<file path="config.mk">
export PLATFORM = sky130hd
export DESIGN_NAME = uart_rx_fifo
export DESIGN_NICKNAME = d
export VERILOG_FILES = /design/src/rtl/uart_rx_fifo.sv
export SDC_FILE = /design/constraint.sdc
export NUM_CORES = 1
export LEC_CHECK = 0
export ABC_AREA = 0
export CAP_MARGIN = 30
export CORE_MARGIN = 2
export CORE_UTILIZATION = 50
export DETAILED_ROUTE_END_ITERATION = 8
export PLACE_DENSITY = 0.7
export SETUP_SLACK_MARGIN = 0.2
export SYNTH_ARGS = -nofsm -noshare
export SYNTH_HDL_FRONTEND = slang
export SYNTH_SLANG_ARGS = --single-unit
</file>
<file path="constraint.sdc">
create_clock -name clk -period 3.4 [get_ports clk]
set_input_delay 0.85 -clock clk [delete_from_list [all_inputs] [get_ports clk]]
set_output_delay 0.85 -clock clk [all_outputs]
set_load 0.01 [all_outputs]
</file>
<file path="src/rtl/uart_rx_fifo.sv">
// uart_rx_fifo: UART receiver with framing/parity checks, terminator detect and FWFT character FIFO
module uart_rx_fifo #(
  parameter int DATA_BITS  = 8,
  parameter int PARITY     = 0,
  parameter int STOP_BITS  = 1,
  parameter int FIFO_DEPTH = 16,
  parameter int TERM_CH    = 'h10,
  parameter int BC_W       = 16
) (
  input  logic                              clk,
  input  logic                              rst_n,
  input  logic [BC_W-1:0]                   bc,
  input  logic                              rx,
  output logic                              ch_vld,
  output logic [DATA_BITS-1:0]              ch,
  input  logic                              ch_rdy,
  output logic                              term,
  output logic                              frame_err,
  output logic                              parity_err,
  output logic                              ovf,
  output logic [$clog2(FIFO_DEPTH):0]       level
);
  localparam int AW = $clog2(FIFO_DEPTH);
  localparam int LW = AW + 1;
  typedef enum logic [2:0] {IDLE, START, DATA, PAR, STOP} state_t;
  logic                 r_rx_meta, r_rxs;
  state_t               r_state, w_state_nxt;
  logic [BC_W-1:0]      r_cnt;
  logic [3:0]           r_idx;
  logic [DATA_BITS-1:0] r_shift;
  logic                 r_par_err, r_frm_err;
  logic [DATA_BITS-1:0] r_mem [FIFO_DEPTH];
  logic [AW-1:0]        r_wp, r_rp, w_rp_nxt;
  logic [LW-1:0]        r_level, w_level_nxt;
  logic                 r_ch_vld, r_term, r_frame_err, r_parity_err, r_ovf;
  logic [DATA_BITS-1:0] r_ch;
  logic                 w_sample, w_end, w_frm, w_is_term, w_good, w_push, w_pop, w_full, w_wr, w_par_bad;
  assign w_sample    = (r_state != IDLE) && (r_cnt == '0);
  assign w_end       = w_sample && (r_state == STOP) && (r_idx == 4'(STOP_BITS - 1));
  assign w_frm       = r_frm_err | ~r_rxs;
  assign w_is_term   = 32'(r_shift) == 32'(TERM_CH);
  assign w_good      = w_end && !w_frm && !r_par_err;
  assign w_push      = w_good && !w_is_term;
  assign w_par_bad   = (^r_shift) ^ r_rxs ^ (PARITY == 1);
  assign w_pop       = r_ch_vld && ch_rdy;
  assign w_full      = r_level == LW'(FIFO_DEPTH);
  assign w_wr        = w_push && (!w_full || w_pop);
  assign w_rp_nxt    = r_rp + AW'(w_pop);
  assign w_level_nxt = r_level + LW'(w_wr) - LW'(w_pop);
  assign ch_vld      = r_ch_vld;
  assign ch          = r_ch;
  assign term        = r_term;
  assign frame_err   = r_frame_err;
  assign parity_err  = r_parity_err;
  assign ovf         = r_ovf;
  assign level       = r_level;
  // two-flop synchroniser for the asynchronous serial line
  always_ff @(posedge clk or negedge rst_n)
    if (!rst_n) {r_rx_meta, r_rxs} <= 2'b11;
    else {r_rx_meta, r_rxs} <= {rx, r_rx_meta};
  // FSM state register
  always_ff @(posedge clk or negedge rst_n)
    if (!rst_n) r_state <= IDLE;
    else r_state <= w_state_nxt;
  // next-state: bit sequencing driven by mid-bit samples
  always_comb begin
    w_state_nxt = r_state;
    case (r_state)
      IDLE:    w_state_nxt = r_rxs ? IDLE : START;
      START:   if (w_sample) w_state_nxt = r_rxs ? IDLE : DATA;
      DATA:    if (w_sample && r_idx == 4'(DATA_BITS - 1)) w_state_nxt = (PARITY != 0) ? PAR : STOP;
      PAR:     if (w_sample) w_state_nxt = STOP;
      STOP:    if (w_sample && r_idx == 4'(STOP_BITS - 1)) w_state_nxt = IDLE;
      default: w_state_nxt = IDLE;
    endcase
  end
  // bit-period counter: half period from the start edge, then full periods
  always_ff @(posedge clk or negedge rst_n)
    if (!rst_n) r_cnt <= '0;
    else if (r_state == IDLE) r_cnt <= r_rxs ? r_cnt : bc >> 1;
    else r_cnt <= w_sample ? bc : r_cnt - 1'b1;
  // bit index, data shift register and per-frame error flags
  always_ff @(posedge clk or negedge rst_n)
    if (!rst_n) begin
      r_idx     <= '0;
      r_shift   <= '0;
      r_par_err <= 1'b0;
      r_frm_err <= 1'b0;
    end else begin
      r_idx <= !w_sample ? r_idx : (w_state_nxt != r_state) ? 4'd0 : r_idx + 4'd1;
      if (w_sample && r_state == DATA) r_shift <= {r_rxs, r_shift[DATA_BITS-1:1]};
      if (r_state == IDLE) begin
        r_par_err <= 1'b0;
        r_frm_err <= 1'b0;
      end
      if (w_sample && r_state == PAR) r_par_err <= w_par_bad;
      if (w_sample && r_state == STOP && !r_rxs) r_frm_err <= 1'b1;
    end
  // frame-end status pulses; framing beats parity beats terminator
  always_ff @(posedge clk or negedge rst_n)
    if (!rst_n) begin
      r_term       <= 1'b0;
      r_frame_err  <= 1'b0;
      r_parity_err <= 1'b0;
    end else begin
      r_term       <= w_good && w_is_term;
      r_frame_err  <= w_end && w_frm;
      r_parity_err <= w_end && !w_frm && r_par_err;
    end
  // character storage, no reset needed since level gates visibility
  always_ff @(posedge clk)
    if (w_wr) r_mem[r_wp] <= r_shift;
  // FIFO pointers, occupancy, registered head with write bypass when empty
  always_ff @(posedge clk or negedge rst_n)
    if (!rst_n) begin
      r_wp     <= '0;
      r_rp     <= '0;
      r_level  <= '0;
      r_ch_vld <= 1'b0;
      r_ch     <= '0;
      r_ovf    <= 1'b0;
    end else begin
      r_wp     <= r_wp + AW'(w_wr);
      r_rp     <= w_rp_nxt;
      r_level  <= w_level_nxt;
      r_ch_vld <= w_level_nxt != '0;
      r_ch     <= (w_wr && r_wp == w_rp_nxt) ? r_shift : r_mem[w_rp_nxt];
      r_ovf    <= r_ovf | (w_push && !w_wr);
    end
endmodule

</file>
After elaboration in Yosys (flattened, before gate mapping)
Memory sizes are Yosys's and may differ from the RTL's. A register that Yosys moved wholly into a read port is not among the register bits.
Index checks and enable logic that the tools add are counted.
- add/subtract/negate cells: 6
- equality and inequality tests: 9
- mux-type cells: 16
- reductions and logical operators: 33
- bitwise gates (word level): 4
- operator list (kind ; count):
    two-way mux 16 bit ; 3
    logical AND 1 bit ; 17
    zero test 16 bit ; 1
    subtractor 16 x 1 -> 16 bit (second input constant) ; 1
    case mux 3 bit (5 select lines) ; 1
    two-way mux 3 bit ; 4
    adder 4 x 1 -> 4 bit ; 2
    == test 8 x 5 -> 1 bit (second input constant) ; 1
    XOR reduction 8 bit ; 1
    zero test 1 bit ; 7
    == test 3 x 2 -> 1 bit (second input constant) ; 2
    two-way mux 1 bit ; 6
    adder 5 x 1 -> 5 bit ; 1
    == test 5 bit (second input constant) ; 1
    nonzero test 5 bit ; 1
    subtractor 5 x 1 -> 5 bit ; 1
    adder 4 x 1 -> 4 bit (second input constant) ; 1
    == test 4 x 3 -> 1 bit (second input constant) ; 1
    zero test 4 bit ; 1
    two-way mux 4 bit ; 1
    nonzero test 2 bit ; 2
    == test 3 x 1 -> 1 bit (second input constant) ; 1
    == test 3 bit (second input constant) ; 1
    zero test 3 bit ; 1
    8 further kinds ; 9
- bits of input ports: 20
- output and inout port bits: 18
- bits in writable memories: 128
- word-level logic and storage cells: 85
- memories: 1
- register bits after elaboration: 53
- memory list (memory ; words ; bits a word ; read ports ; clocked after Yosys merged registers in ; write ports ; line ; text):
    r_mem ; 16 ; 8 ; 1 ; 1 ; 1 ; 32 ; logic [DATA_BITS-1:0] r_mem [FIFO_DEPTH];

Logic depth before layout (Yosys ltp)
- depth after elaboration: 11
- depth in mapped cells: 16
- depth with buffers taken out: 16

Least setup slack after synthesis
No wires, ideal clock.
- path type: register to register
- start: reg r_cnt[0]
- end: reg r_ch_vld, in the netlist ch_vld
- arrival time: 3471 ps
- cell stages (with the launch flop): 17
- path buffers: 0
- period minus slack after synthesis: 3610 ps
- required time: 3261 ps
- slack: -210 ps
- setup time: 139 ps
- path through: dfrtp_1 -> inv_1 -> ha_1 -> nor3b_1 -> nand3_2 -> nor4_2 -> inv_1 -> ha_1 -> inv_1 -> ha_1 -> inv_1 -> fa_1 -> nand2b_1 -> a21oi_1 -> nor2_1 -> xnor2_1 -> or4_1
- cells in the longest elaborated chain, start to end: 11
- RTL lines (element ; line ; text):
    from (decl) ; 28 ; logic [BC_W-1:0] r_cnt;
    from (signal assigned) ; 80 ; else if (r_state == IDLE) r_cnt <= r_rxs ? r_cnt : bc >> 1;
    from (signal assigned) ; 81 ; else r_cnt <= w_sample ? bc : r_cnt - 1'b1;
    zero test 16 bit ; 38 ; assign w_sample = (r_state != IDLE) && (r_cnt == '0);
    logical AND 1 bit ; 38 ;
    logical AND 1 bit (2 in series) ; 39 ; assign w_end = w_sample && (r_state == STOP) && (r_idx == 4'(STOP_BITS - 1));
    logical AND 1 bit (2 in series) ; 42 ; assign w_good = w_end && !w_frm && !r_par_err;
    logical AND 1 bit ; 43 ; assign w_push = w_good && !w_is_term;
    logical AND 1 bit ; 47 ; assign w_wr = w_push && (!w_full || w_pop);
    adder 5 x 1 -> 5 bit ; 49 ; assign w_level_nxt = r_level + LW'(w_wr) - LW'(w_pop);
    subtractor 5 x 1 -> 5 bit ; 49 ;
    via w_level_nxt[4] ; 34 ; logic [LW-1:0] r_level, w_level_nxt;
    nonzero test 5 bit ; 126 ; r_ch_vld <= w_level_nxt != '0;
    to (signal assigned) ; 119 ; r_ch_vld <= 1'b0;
    to (signal assigned) ; 126 ;
    to (decl) ; 35 ; logic r_ch_vld, r_term, r_frame_err, r_parity_err, r_ovf;
The timed path passes the listed nets, and every way through them passes these cells.
A chain may end at the register's enable or synchronous reset.

Worst setup path after layout
- start: reg r_shift[4]
- end: reg r_ch_vld, in the netlist ch_vld
- cells in the longest elaborated chain, start to end: 7
- RTL lines (element ; line ; text):
    from (decl) ; 30 ; logic [DATA_BITS-1:0] r_shift;
    from (signal assigned) ; 91 ; if (w_sample && r_state == DATA) r_shift <= {r_rxs, r_shift[DATA_BITS-1:1]};
    == test 8 x 5 -> 1 bit ; 41 ; assign w_is_term = 32'(r_shift) == 32'(TERM_CH);
    zero test 1 bit ; 43 ;
    logical AND 1 bit ; 43 ;
    logical AND 1 bit ; 47 ;
    adder 5 x 1 -> 5 bit ; 49 ;
    subtractor 5 x 1 -> 5 bit ; 49 ;
    via w_level_nxt[4] ; 34 ;
    nonzero test 5 bit ; 126 ;
The timed path passes the listed nets, and every way through them passes these cells.

==> flow_metrics.env <==
export IMPL_status="finished clean"
export IMPL_max_stage_delay_ns=0.42
export IMPL_vias_per_cell=5.733
export IMPL_critPathArrivalTime_ns=3.64
export IMPL_worst_r2r_cell_count=15
export IMPL_die_x_um=134.5
export IMPL_syn_num_nets=615
export IMPL_die_area_um2=18100
export IMPL_post_dp_hpwl_mm=12.03
export IMPL_ir_drop_mv=0.3942
export IMPL_ys_seq_area_share_pct=63.06
export IMPL_crit_required_ns=3.68
export IMPL_grt_max_degree=31
export IMPL_timing_rr_start="r_shift[4]"
export IMPL_wl_per_cell_um=19.42
export IMPL_synth_flop_cell="edfxtp_1"
export IMPL_drt_pass1_iter_count=5
export IMPL_clk_latency_ns=0.42
export IMPL_rsz0062_at_grt="true"
export IMPL_synthMuxAreaShare_pct=13.48
export IMPL_hold_slack_ns=0.3245
export IMPL_max_slew_margin_pct=43.58
export IMPL_io_buffers=37
export IMPL_dr_total_vias=5183
export IMPL_synth_cell_types=62
export IMPL_layout_common_cells="edfxtp_1 (128), buf_4 (61), dfrtp_1 (51), clkdlybuf4s50_1 (36), mux4_2 (32)"
export IMPL_synthAdderAreaFrac_pct=2.879
export IMPL_die_height_um=134.5
export IMPL_nFillCells=1184
export IMPL_critPathMaxFanout=2
export IMPL_maxCapViolations=0
export IMPL_grt_pass1_wl_mm=28.28
export IMPL_p_clk_share_pct=27.6
export IMPL_wl_mm=17.56
export IMPL_worst_setup_path_type="reg2reg"
export IMPL_multi_input_area_um2=3038
export IMPL_worstSetupEndpointType="flip-flop"
export IMPL_power_switching_mw=2.192
export IMPL_ff2ff_setup_slack_ns=0.05
export IMPL_timing_rr_end="ch_vld"
export IMPL_synth_area_um2=8519
export IMPL_fmax_ghz=0.2982
export IMPL_ys_ff_latch=189
export IMPL_ioPinCount=38
export IMPL_crit_chain="ha_1 > nand4_1 > nand4_1 > nor4_4 > inv_1 > ha_1 > inv_1 > ha_2 > inv_2 > fa_2 > nand2b_4 > a21oi_2 > nor2_1 > xnor2_1 > or4_1"
export IMPL_pwr_share_seq_pct=39.4
export IMPL_netlist_instances=576
export IMPL_placed_area_um2=9666
export IMPL_utilization_pct=62.35
export IMPL_htreeDepth=4
export IMPL_synth_xor_area_share_pct=2.467
export IMPL_critPathLaunchType="flip-flop"
export IMPL_hold_path_class="in2async"
export IMPL_final_common_cell="edfxtp_1"
export IMPL_cts_tree="done"
export IMPL_drc_errors=0
export IMPL_final_nets=710
export IMPL_cts_buffer_depth=2
export IMPL_synthToLayoutAreaGrowth_pct=21.79
export IMPL_grt_overflow=0
export IMPL_initial_core_util_pct=51.19
export IMPL_async_flop_share_pct=32.28
export IMPL_synth_compound_area_share_pct=6.682
export IMPL_drv_slew=0
export IMPL_finalCritPeriodShare_pct=98.63
export IMPL_setup_violations_final=0
export IMPL_p_comb_share_pct=33.1
export IMPL_clk_pin_slew_ns=0.07
export IMPL_synth_edf_count=128
export IMPL_synth_top_family_by_area="multiplexers"
export IMPL_antenna_cells=0
export IMPL_period_needed_ns=3.353
export IMPL_worst_pin_slew_ns=0.8463
export IMPL_drive_gt1_share_pct=27.78
export IMPL_fin_skew_ns=0.01114
export IMPL_syn_area_per_cell_um2=14.79
export IMPL_gr_usage_all_layers_pct=20.50
export IMPL_core_area_um2=16640
export IMPL_switching_share_pct=31.01
export IMPL_finalHoldViolCount=0
export IMPL_cts_buffers=17
export IMPL_leakagePower_nw=4.150
export IMPL_place_gp_congestion=0.8060
export IMPL_antenna_left=0
export IMPL_powerDensity_nw_per_um2=681.2
export IMPL_yosys_warnings=0
export IMPL_design_area_um2=10380
export IMPL_p_int_mw=4.877
export IMPL_grt_pass1_vias=5240
export IMPL_drt_iter0_markers=425
export IMPL_synthSimpleGateAreaFrac_pct=8.768
export IMPL_cts_sinks=189
export IMPL_clockRootBuffer="clkbuf_16"
export IMPL_ff_latch_area_um2=5383
export IMPL_antenna_found_initial=0
export IMPL_cp_slowest_cell="or4_1"
export IMPL_std_cell_rows=47
==> synth_stat cells, types with 4 or more instances <==
| master | number | share of area (%) |
|---|---|---|
| a211o_1 | 5 | 0.51 |
| a211oi_1 | 10 | 0.88 |
| a21oi_1 | 22 | 1.3 |
| buf_1 | 4 | 0.18 |
| buf_2 | 7 | 0.41 |
| clkbuf_1 | 18 | 0.79 |
| dfrtp_1 | 59 | 17 |
| edfxtp_1 | 128 | 45 |
| ha_1 | 18 | 2.6 |
| inv_1 | 26 | 1.1 |
| mux2_2 | 10 | 1.3 |
| mux2i_1 | 27 | 3.2 |
| mux4_2 | 32 | 8.5 |
| nand2_1 | 17 | 0.75 |
| nand2b_1 | 7 | 0.51 |
| nand3_1 | 11 | 0.65 |
| nand3b_1 | 5 | 0.44 |
| nor2_1 | 23 | 1.0 |
| nor2b_1 | 11 | 0.81 |
| nor3_1 | 16 | 0.94 |
| nor3b_1 | 5 | 0.44 |
| nor4_1 | 4 | 0.29 |
| o211ai_1 | 6 | 0.53 |
| o21ai_0 | 25 | 1.5 |
| o22ai_1 | 4 | 0.29 |
| o31ai_1 | 4 | 0.35 |
| or4_1 | 4 | 0.35 |
| xnor2_1 | 16 | 1.6 |
| xor2_1 | 8 | 0.82 |
==> per-stage QoR <==
step                      cells  setup slack, ns  setup TNS, ns  power, mW
after global routing        904         -0.08656       -0.08656      7.415
after detailed placement    866          -0.3857         -1.511      5.141
after CTS                   901          0.03510              0      7.098
after floorplan             576          0.09019              0      4.200
after global placement      866          -0.2964         -1.357      5.063
final                       904          0.04659              0      7.069
==> power groups by stage <==
| stage | sequential (mW) | combinational [mW] | clock [mW] |
|---|---|---|---|
| after floorplan | 2.82 | 1.38 | 0 |
| final | 2.78 | 2.34 | 1.95 |
| after CTS | 2.78 | 2.34 | 1.98 |
| after global placement | 2.81 | 2.25 | 0 |
| after global routing | 2.80 | 2.54 | 2.08 |
| after detailed placement | 2.82 | 2.32 | 0 |
==> per-layer routing <==
layer	share of wire [%]	vias up	global-route usage, %	wire length, um
met5	0	-	0	0
met4	1.1	0	5.789	197
met3	4.2	17	3.041	746
met2	52	135	35.35	9163
met1	42	2630	27.41	7451
li1	-	2401	-	-
==> critical path: cells and delay by family (launching register included) <==
kind / cells / cell delay [ns]
AO/OA/AOI/OAI: 1 / 0.11
XOR/XNOR: 1 / 0.13
flip-flops: 1 / 0.41
AND/OR/NAND/NOR: 6 / 1.38
buffers and inverters: 3 / 0.17
adder cells (fa/ha/maj): 4 / 1.03
==> registers in the layout, summed over array words and instances, names as in the netlist, 3 cells and up <==
name     flops
r_mem      128
r_cnt       16
ch           8
r_shift      8
level        5
r_idx        4
r_rp         4
r_wp         4
r_state      3
==> repair_timing <==
action,in CTS,in global routing
pin swaps,3,3
setup buffers,3,3
endpoints found under the setup margin,1,8
gates cloned,0,0
gates resized for setup,2,16
hold buffers,0,0
==> how the worst max path moves through the flow <==
stage / end / start / slack, ns
2_1_floorplan: ch_vld / r_cnt[9] / 0.09
3_3_place_gp: ch_vld / ch_rdy / -0.30
3_5_place_dp: ch_vld / ch_rdy / -0.39
4_1_cts: ch_vld / r_cnt[1] / 0.04
5_1_grt: ch_vld / r_shift[6] / -0.09
6_report: ch_vld / r_shift[4] / 0.05
==> layout make-up <==
type / instances / share of cell area [%]
sequential: 189 / 51.88
multi-input combinational: 331 / 29.28
timing repair buffer: 106 / 9.550
clock buffer: 18 / 4.232
tap: 220 / 2.653
clock inverter: 14 / 1.471
inverter: 26 / 0.9406
==> logic make-up after synthesis <==
| kind of cell | Yosys count |
|---|---|
| and+or+nand+nor | 126 |
| muxes | 72 |
| xor gates and xnor gates | 24 |
| buffers and inverters | 56 |
| AOI/OAI and AO/OA | 90 |
| DFF | 189 |
| adders and majority gates | 19 |
Power figures use the tool's default switching activity.
